===== src/rtl/mnist_argmax_stream.sv =====
// Argmax stage after the FC2 layer: takes the class scores one beat at a time, keeps the running
// signed maximum, and reports the winning class with a one-cycle done pulse.
module mnist_argmax_stream #(
  parameter int unsigned NUM_CLASSES = 10,
  parameter int unsigned SCORE_W     = 32,
  parameter int unsigned IDX_W       = 4
) (
  input  logic               clk_i,
  input  logic               rst_ni,
  input  logic               start_i,
  input  logic               in_valid_i,
  input  logic [SCORE_W-1:0] in_data_i,
  input  logic               in_last_i,
  output logic               in_ready_o,
  output logic [IDX_W-1:0]   digit_o,
  output logic [SCORE_W-1:0] max_score_o,
  output logic               done_o,
  output logic               busy_o,
  output logic               err_o
);

  typedef enum logic [1:0] {StIdle, StAccum, StDone} state_e;

  localparam logic [IDX_W-1:0] LastIdx = IDX_W'(NUM_CLASSES - 1);

  state_e             state_q, state_d;
  logic [IDX_W-1:0]   count_q, count_d;
  logic [IDX_W-1:0]   digit_q, digit_d;
  logic [SCORE_W-1:0] best_q, best_d;
  logic               err_q, err_d;
  logic               at_last_idx;

  assign at_last_idx = (count_q == LastIdx);

  always_comb begin
    state_d = state_q;
    count_d = count_q;
    digit_d = digit_q;
    best_d  = best_q;
    err_d   = err_q;
    unique case (state_q)
      StIdle: begin
        if (start_i) begin
          state_d = StAccum;
          count_d = '0;
          err_d   = 1'b0;
        end
      end
      StAccum: begin
        // A restart wins over any beat presented in the same cycle.
        if (start_i) begin
          count_d = '0;
          err_d   = 1'b0;
        end else if (in_valid_i) begin
          if ((count_q == '0) || ($signed(in_data_i) > $signed(best_q))) begin
            best_d  = in_data_i;
            digit_d = count_q;
          end
          if (!at_last_idx) begin
            count_d = count_q + 1'b1;
          end
          if (in_last_i || at_last_idx) begin
            state_d = StDone;
            // Either a short vector or a full vector without its last flag.
            err_d   = in_last_i ^ at_last_idx;
          end
        end
      end
      StDone: begin
        state_d = StIdle;
      end
      default: begin
        state_d = StIdle;
      end
    endcase
  end

  always_ff @(posedge clk_i or negedge rst_ni) begin
    if (!rst_ni) begin
      state_q <= StIdle;
      count_q <= '0;
      digit_q <= '0;
      best_q  <= '0;
      err_q   <= 1'b0;
    end else begin
      state_q <= state_d;
      count_q <= count_d;
      digit_q <= digit_d;
      best_q  <= best_d;
      err_q   <= err_d;
    end
  end

  assign in_ready_o  = (state_q == StAccum);
  assign done_o      = (state_q == StDone);
  assign busy_o      = (state_q == StAccum) || (state_q == StDone);
  assign digit_o     = digit_q;
  assign max_score_o = best_q;
  assign err_o       = err_q;

endmodule


===== config.mk =====
export PLATFORM = sky130hd
export DESIGN_NAME = mnist_argmax_stream
export DESIGN_NICKNAME = d
export VERILOG_FILES = /design/src/rtl/mnist_argmax_stream.sv
export SDC_FILE = /design/constraint.sdc
export NUM_CORES = 1
export LEC_CHECK = 0
export ABC_AREA = 1
export CAP_MARGIN = 20
export CORE_ASPECT_RATIO = 0.7
export CORE_MARGIN = 2
export CORE_UTILIZATION = 30
export DETAILED_ROUTE_END_ITERATION = 10
export GPL_ROUTABILITY_DRIVEN = 0
export SLEW_MARGIN = 0
export SYNTH_ARGS = -nofsm -noshare
export SYNTH_HDL_FRONTEND = slang
export SYNTH_SLANG_ARGS = --single-unit
export TNS_END_PERCENT = 10

===== constraint.sdc =====
create_clock -name clk_i -period 2.25 [get_ports clk_i]
set_input_delay 0.225 -clock clk_i [delete_from_list [all_inputs] [get_ports clk_i]]
set_output_delay 0.225 -clock clk_i [all_outputs]
set_load 0.005 [all_outputs]

==> results_dict.tcl <==
set metrics [dict create \
    num_rows 29 \
    cts_tree "yes" \
    clock-sinks 43 \
    initial_core_util 0.308 \
    cp_max_fo 5 \
    design_power_total_w 0.00476 \
    leakagePower_nw 2.12 \
    via_per_inst 4.46 \
    htreeDepth 2 \
    power.density_mw_per_mm2 1140 \
    clk_latency_ns 0.30 \
    n_antenna_cell 0 \
    synthArstFlopShare 1.00 \
    numCtsBuffers 5 \
    required_ns 2.43 \
    clockBufferDepth 2 \
    synth_compound_area_frac 0.0502 \
    fin_tns_setup_ns 0 \
    fill_cells 890 \
    worst-setup-path-type "register to register" \
    grt_pass1_wl_mm 11.9 \
    ys_ff_latch 43 \
    max_freq_mhz 463 \
    grt_overflow 0 \
    fp.dieH_um 84.7 \
    wl_mm 7.41 \
    ys.flop_type "dfrtp_1" \
    ys_seq_area_frac 0.385 \
    yosysMostFrequentCell "nand2_1" \
    vias 2642 \
    peakVddDrop_mv 0.571 \
    end_kind "register" \
    die-width_um 119 \
    netlist_top_cells_area "dfrtp_1 39%, ha_1 17%, nand2_1 16%" \
    core_area_mm2 0.00907 \
    hold_path_class "primary input to asynchronous set/reset pin" \
    timing.hold.ws_ns 0.0132 \
    synth_mux_area_frac 0 \
    fin_util 0.462 \
    ios 77 \
    port_buffers 76 \
    yosys.area_share.simple 0.291 \
    yosys.area_share.xor_xnor 0 \
    start_kind "register" \
    drive_gt1_frac 0.143 \
    yosysTopAreaCell "dfrtp_1" \
    slew_headroom 0.609 \
    synth_fa_ha_area_frac 0.175 \
    ant_nets 0 \
    routedWlPerCell_um 12.5 \
    synthDistinctLibCells 18 \
    synthCells 365 \
    clock_skew_ns 0.0127 \
    synth_warnings 0 \
    rsz0062_at_grt "true" \
    synth_fp_nets 441 \
    synth_top_area_share 0.385 \
    finalHoldViolCount 0 \
    synth_top_family_by_area "simple AND/OR/NAND/NOR gates" \
    syn_to_final_growth_pct 50.1 \
    drv_slew 0 \
    grt_pass1_vias 2551 \
    period_share 0.961 \
    drtIter0Drc 95 \
    ctsRootBufferMaster "clkbuf_16" \
    antenna_found_initial 0 \
    grt_usage 0.147 \
    die_area_mm2 0.0101 \
    final.min_clock_period_ns 2.16 \
    fin_area_mm2 0.00419 \
    max_cap_viol_count 0 \
    synth_commonest_cells "119 x nand2_1, 55 x inv_1, 45 x nand3_1" \
    synth_edf_count 0 \
    status "complete, no violations" \
    dp_hpwl_mm 5.21 \
    setup_viol 0 \
    drc 0 \
    synth_area_mm2 0.00279 \
    grt_max_degree 44 \
    arrival_ns 2.34 \
    clk_pin_slew_ns 0.07 \
    dr.pass1.iters 4 \
    dpl_cell_area_mm2 0.00381 \
    fin_nets 544 \
    syn_area_per_cell_um2 7.65 \
    worstMarginPinSlew_ns 0.587 \
]
==> area by class of cell <==
class / count / area (µm²) / share of cell area
timing repair buffer: 105 / 1040 / 0.248
clock buffer: 5 / 125 / 0.0299
inverter: 55 / 206 / 0.0493
tap: 124 / 155 / 0.0370
multi-input combinational: 258 / 1540 / 0.368
sequential: 43 / 1080 / 0.257
clock inverter: 3 / 43.8 / 0.0104
==> final timing paths <==
check                                startpoint        endpoint  slack (ns)  depth (start not counted)
worst max-delay path            max_score_o[21]  max_score_o[6]        0.09                         16
worst min-delay path                     rst_ni      digit_o[1]        0.01                          2
worst max register to register  max_score_o[21]  max_score_o[6]        0.09                         16
worst min register to register       digit_o[3]      digit_o[3]        0.49                          2
max in group asynchronous                rst_ni      state_q[1]        1.83                          2
min in group clk_i                   digit_o[3]      digit_o[3]        0.49                          2
==> logic make-up (layout without fill, tap and decap cells) <==
group	Yosys count	in the layout
AO/OA/AOI/OAI	27	27
adder cells (fa/ha/maj)	39	39
buffers and inverters	64	168
flip-flops	43	43
AND/OR/NAND/NOR	192	192
==> power breakdown <==
group	switching (W)	total [W]	internal, W
Combinational	0.00118	0.00255	0.00136
Clock	0.000335	0.000860	0.000525
Sequential	0.000265	0.00135	0.00109
==> state kept, by name, indices dropped and copies added, names as in the netlist <==
name	flops
err_o	1
state_q	2
max_score_o	32
digit_o	4
count_q	4
==> worst max-delay path: stages, from the launching register on <==
cell and delay [ns]:
dfrtp_1 0.40, inv_2 0.07, ha_4 0.27, nand2_2 0.05
nor2_2 0.11, nand4_1 0.15, nor2_2 0.15, nand2_1 0.08
nand2_1 0.06, nand2_1 0.05, nand2_1 0.07, nand2_2 0.07
nand2_4 0.12, nand2_8 0.09, clkbuf_16 0.18, nand2_2 0.05
nand2_2 0.05
==> through the flow <==
step | cells | setup WS (ns)
detailed placement | 575 | -0.136
floorplan | 365 | 0.334
finish | 593 | 0.0887
global placement | 575 | -0.0934
CTS | 583 | 0.117
global route | 593 | -0.0913
==> metal layers <==
layer | global-route usage | wire length, µm
met5 | 0 | 0
met4 | 0.0396 | 72
met3 | 0.0448 | 392
met2 | 0.230 | 3280
met1 | 0.198 | 3670
==> layout by cell type (no fill, tap or decap), types with 2 or more instances in the layout <==
| cell | n |
|---|---|
| buf_6 | 2 |
| a21oi_2 | 3 |
| ha_1 | 37 |
| nand3_1 | 44 |
| nand2_2 | 13 |
| buf_12 | 2 |
| a21oi_1 | 13 |
| inv_1 | 54 |
| o21ai_0 | 9 |
| clkbuf_16 | 7 |
| nand2_4 | 2 |
| nor2_1 | 15 |
| nand4_1 | 2 |
| nor2_2 | 5 |
| ha_4 | 2 |
| nand2_1 | 105 |
| nor3b_1 | 2 |
| dfrtp_1 | 43 |
| buf_4 | 23 |
| clkdlybuf4s50_1 | 75 |
==> timing repair <==
action / CTS / global route
hold buffers: 0 / 0
endpoints found under the setup margin: 0 / 36
gates resized for setup: 0 / 28
setup buffers: 0 / 8
(Power assumes the default switching activity.)
==> patch 1, RTL diff (same flow settings) <==
Encoding of `state_e`: now one-hot (3 bits for 3 states).
--- a/src/rtl/mnist_argmax_stream.sv
+++ b/src/rtl/mnist_argmax_stream.sv
@@ -20,5 +20,5 @@
 );
 
-  typedef enum logic [1:0] {StIdle, StAccum, StDone} state_e;
+  typedef enum logic [2:0] {StIdle = 3'b001, StAccum = 3'b010, StDone = 3'b100} state_e;
 
   localparam logic [IDX_W-1:0] LastIdx = IDX_W'(NUM_CLASSES - 1);
Check against the original RTL: no difference found for any inputs over 10 cycles, from zero or initial values and one cycle with rst_ni low; not proved beyond that.
==> patch 1 against the original RTL <==
Cell count shrank 0.17%. Synthesized area up 0.81%. Sequential cell count is 1 higher. First-iteration DRC count up 54%. Largest power group unchanged. Critical path type is now register to output pin. Cell area is 4.0% higher. Worst setup slack improved by 0.038 ns. Die area is 0.77% higher. Synthesized cell count shrank 1.6%. Total power is 5.1% lower. Routed wire length grew 3.5%. Core utilization up 1.7 points. Highest routed layer unchanged. Sequential share of layout area decreased by 0.39 points.
==> patch 1: results (changes against the original RTL) <==
Parameter                              Value

Yosys
  Net count of the mapped netlist ... 432 (-2.0%)
  Number of warning messages in the yosys log ... 0 (unchanged)
  Commonest cells in the synthesized netlist ... 105 x nand2_1, 54 x inv_1, 46 x nand3_1
  Share of flip-flops with an asynchronous set or reset after synthesis ... 100.0% (unchanged)
  Ys flop type ... dfrtp_1
  Biggest area contributors in the synthesized netlist ... dfrtp_1 38%, ha_1 16%, nand2_1 14%
  Seq/Total Area, Yosys ... 39.16% (+0.63 points)
  Number of library cell types mapped by synthesis ... 25 (+7)

Worst setup path
  Slowest-stage cell, CP ... dfstp_2
  Max stage delay on crit path ... 0.53 ns (+0.13 ns)
  Destination of the worst register-to-register timing path ... max_score_o[4]$_DFFE_PN0P_
  Slack of the worst reg-to-reg path ... 0.15 ns (+0.06 ns)
  Crit path max fanout ... 4 (-1)
  Startpoint of the worst-slack reg-to-reg timing path ... max_score_o[31]$_DFFE_PN0P_
  Worst Path Arrival ... 1.90 ns (-0.44 ns)
  Last element of the critical path ... busy_o
  Cell family with the largest share of critical-path delay ... buffers and inverters
  Worst-case reg-to-reg path depth ... 14 (-2)
  Crit path launch ... state_q[0]$_DFFE_PN1P_

Status
  Run status ... finished, final reports clean

Clock tree
  Maximum buffer depth of the clock tree ... 2 (unchanged)
  CTS clk-pin slew, worst paths ... 0.06 ns
  Worst-skew pair later-pin latency ... 0.29 ns
  Hold buffer count at cts ... 1 (+1)

Detailed routing
  Number of DRC markers in iteration 0 ... 146 (+54%)
  Met3 routed wirelength ... 453 um (+16%)
  Count of vias placed by the detailed router ... 2639 (-0.11%)
  Met1 WL ... 3.862 mm (+5.3%)
  Wire length on met2 ... 3.267 mm (-0.40%)
  Wirelength per Cell ... 12.96 um (+3.7%)

Placed design
  Pre-CTS setup slack ... -0.1543 ns (-0.01801 ns)
  Post-detailed-placement half-perimeter wirelength ... 5.244 mm (+0.58%)
  Area after detailed placement ... 3851 um2 (+1.2%)

STA
  Max Freq ... 471.0 MHz (+1.8%)
  Headroom to the max-slew limit ... 59.34% (-1.5 points)
  Layout Skew ... 0.007647 ns (-0.005059 ns)

Pwr
  Leakage ... 0.002150 uW (+1.4%)
  Sequential power share ... 30.0% (+1.5 points)
  Power drawn by the clock network ... 742 uW (-14%)
  Maximum VDD drop ... 0.4379 mV (-23%)
  Switching power ... 1650 uW (-7.5%)

Global route
  Pin count of the biggest net entering global routing ... 37 (-16%)
  Met3 global-route usage ... 4.368% (-0.12 points)
  Number of global-route vias before repair ... 2380 (-6.7%)
  GR Layer Usage met2 ... 21.04% (-2.0 points)
  Met1 capacity usage during global routing ... 20.66% (+0.90 points)
  Global routing usage summed across all routing layers ... 14.44% (-0.24 points)
  Wire length of the first global-routing pass ... 11.65 mm (-2.1%)

Cells and area
  Ratio of cells with drive above 1 in the final layout ... 18.80% (+4.5 points)
  Final net count ... 540 (-0.74%)
  Count of antenna diodes in the layout ... 0 (unchanged)
-- patch 1: cell count changes in the layout (fill, tap and decap cells not counted), moves of 3 or more --
cell	unedited run	this run
nor3_1	1	4
o21ai_0	9	6
ha_4	2	10
inv_2	1	5
nand2_1	105	100
a21oi_2	3	6
inv_1	54	50
ha_1	37	26
nor2_1	15	8
-- patch 1: worst register-to-register path: stages (launching register included) --
cell and delay [ns]:
dfrtp_1 0.39, inv_1 0.06, ha_1 0.30, a21oi_1 0.16
o21a_1 0.13, nand2_1 0.06, a21oi_2 0.14, nand2_1 0.07
nand2_1 0.06, nand3_2 0.08, nand2_4 0.14, nand2_8 0.10
clkbuf_16 0.19, nand2_1 0.06, nand2_1 0.04
-- patch 1: cell type report --
| class | instances | area [um2] |
|---|---|---|
| clock buffers | 8 | 146.4 |
| multi-input cells | 251 | 1630 |
| flip-flops and latches | 44 | 1102 |
| inverters | 55 | 206.4 |
| repair buffers | 110 | 1120 |
| fillers | 888 | 4747 |
| well taps | 124 | 155.1 |
-- patch 1: stage by stage --
| stage | power [uW] | hold WS [ns] | cells |
|---|---|---|---|
| 5_1_grt | 4954 | 0.5253 | 592 |
| 3_3_place_gp | 3374 | 0.2708 | 568 |
| 3_5_place_dp | 3417 | 0.2759 | 568 |
| 2_1_floorplan | 2401 | -0.07059 | 359 |
| 6_report | 4520 | 0.4767 | 592 |
| 4_1_cts | 4186 | 0.5038 | 577 |
-- patch 1: kinds of logic after synthesis --
kind of cell | after synthesis | synth area share, %
fa+ha+maj | 36 | 16.00
simple gates | 186 | 29.69
buf+inv | 64 | 9.466
compound gates | 29 | 5.689
flops | 44 | 39.16
==> patch 2, RTL diff (same flow settings) <==
Made on the original files. Set the parameter `IDX_W` to 5 (it was 4).
--- a/src/rtl/mnist_argmax_stream.sv
+++ b/src/rtl/mnist_argmax_stream.sv
@@ -4,5 +4,5 @@
   parameter int unsigned NUM_CLASSES = 10,
   parameter int unsigned SCORE_W     = 32,
-  parameter int unsigned IDX_W       = 4
+  parameter int unsigned IDX_W       = 5
 ) (
   input  logic               clk_i,
Interface: changed (resized digit_o); port bits go from 77 to 78. No check against the original RTL was run, so the function may have changed too.
==> patch 2 against the original RTL <==
Sequential cell count is 2 higher. Maximum frequency fell by 0.31%. Worst setup slack lost 0.0067 ns. Total power grew 5.8%. Routed wire length is 8.3% higher. Cell area increased by 5.6%. Cell count up 1.7%. Synthesized area increased by 4.3%. Critical path type is now primary input to register. Critical endpoint is now max_score_o[5]$_DFFE_PN0P_. Largest cell class unchanged.
==> patch 2: results (changes against the original RTL) <==
Parameter                              Value

Status
  Run status ... finished, final reports clean

Pwr
  Internal power consumption ... 3117 uW (+4.7%)
  Leakage ... 0.002173 uW (+2.5%)
  Maximum VDD drop ... 0.3989 mV (-30%)

Yosys
  Commonest cells in the synthesized netlist ... 116 x nand2_1, 54 x inv_1, 46 x nand3_1
  Net count of the mapped netlist ... 447 (+1.4%)
  Cells after synthesis ... 371 (+1.6%)
  Post-synthesis sequential element count ... 45 (+4.7%)
  Biggest area contributors in the synthesized netlist ... dfrtp_1 39%, ha_1 17%, nand2_1 15%
  Number of library cell types mapped by synthesis ... 25 (+7)

Global route
  Met3 global-route usage ... 3.421% (-1.1 points)
  Wire length of the first global-routing pass ... 12.19 mm (+2.4%)
  Pin count of the biggest net entering global routing ... 46 (+4.5%)
  Met1 capacity usage during global routing ... 21.34% (+1.6 points)
  GR Layer Usage met2 ... 22.04% (-1.0 points)
  Global routing usage summed across all routing layers ... 14.57% (-0.11 points)

Placed design
  Pre-CTS setup slack ... -0.1891 ns (-0.05273 ns)
  Post-detailed-placement half-perimeter wirelength ... 5.539 mm (+6.2%)
  Input/output buffers ... 77 (+1.3%)

Detailed routing
  Via density per instance ... 4.446 (-0.21%)
  Final routed wirelength across all metal layers ... 8.026 mm (+8.3%)
  Number of DRC markers in iteration 0 ... 141 (+48%)
  Met3 routed wirelength ... 485 um (+24%)
  Wire length on met2 ... 3.562 mm (+8.6%)
  Met1 WL ... 3.949 mm (+7.7%)

Cells and area
  Ratio of cells with drive above 1 in the final layout ... 19.58% (+5.3 points)
  Number of filler instances in the final layout ... 934 (+4.9%)
  Non-filler instance count after layout ... 603 (+1.7%)
  Multi-input combinational cell area ... 1697 um2 (+9.9%)
  Multi-input gates ... 260 (+0.78%)
  Seq/total area ... 25.45% (-0.22 points)
  Final clock-cell share ... 3.874% (-0.16 points)

Worst setup path
  Crit path max fanout ... 6 (+1)
  Max stage delay on crit path ... 0.45 ns (+0.05 ns)

Clock tree
  Worst-skew pair later-pin latency ... 0.28 ns (-0.02 ns)

STA
  Headroom to the max-slew limit ... 59.30% (-1.6 points)
  Layout Skew ... 0.006028 ns (-0.006679 ns)
patch 2: changes by cell type after synthesis, moves of 2 or more:
cell / before / now
nand2_1: 119 / 116
buf_6: 3 / 7
nor2_1: 18 / 16
nor3_1: 1 / 3
buf_2: 4 / 0
dfrtp_1: 43 / 45
nand2_2: 0 / 2
patch 2: power by group through the flow:
stage / Combinational [uW] / Clock (uW) / Sequential [uW]
floorplan: 1270 / 0 / 1370
global placement: 2300 / 0 / 1400
detailed placement: 2360 / 0 / 1400
CTS: 2370 / 873 / 1390
global route: 3140 / 915 / 1440
finish: 2780 / 857 / 1400
patch 2: cells by family (layout without fill, tap and decap cells):
kind of cell	after synthesis	in the layout	synth area share, %
XOR/XNOR	1	1	0.3007
AO/OA/AOI/OAI	28	28	5.198
flip-flops	45	45	38.66
buffers and inverters	66	170	10.70
AND/OR/NAND/NOR	192	192	28.39
adder cells (fa/ha/maj)	39	39	16.75
patch 2: per-stage QoR:
stage / power (uW) / instance area, um2
floorplan: 2645 / 2913
global placement: 3700 / 3884
detailed placement: 3763 / 3884
CTS: 4641 / 4055
global route: 5491 / 4424
finish: 5035 / 4424
patch 2: path summary, 6_finish.rpt:
kind	startpoint	to	slack, ns	cells after the start
worst max-delay path	in_data_i[22]	max_score_o[5]$_DFFE_PN0P_	0.08	15
min in group clk_i	in_data_i[17]	max_score_o[17]$_DFFE_PN0P_	0.26	3
worst min register to register	digit_o[3]$_DFFE_PN0P_	digit_o[3]$_DFFE_PN0P_	0.48	2
max in group asynchronous	rst_ni	err_o$_DFFE_PN0P_	1.80	2
worst min-delay path	rst_ni	max_score_o[20]$_DFFE_PN0P_	0.03	2
worst max register to register	max_score_o[21]$_DFFE_PN0P_	max_score_o[5]$_DFFE_PN0P_	0.08	15
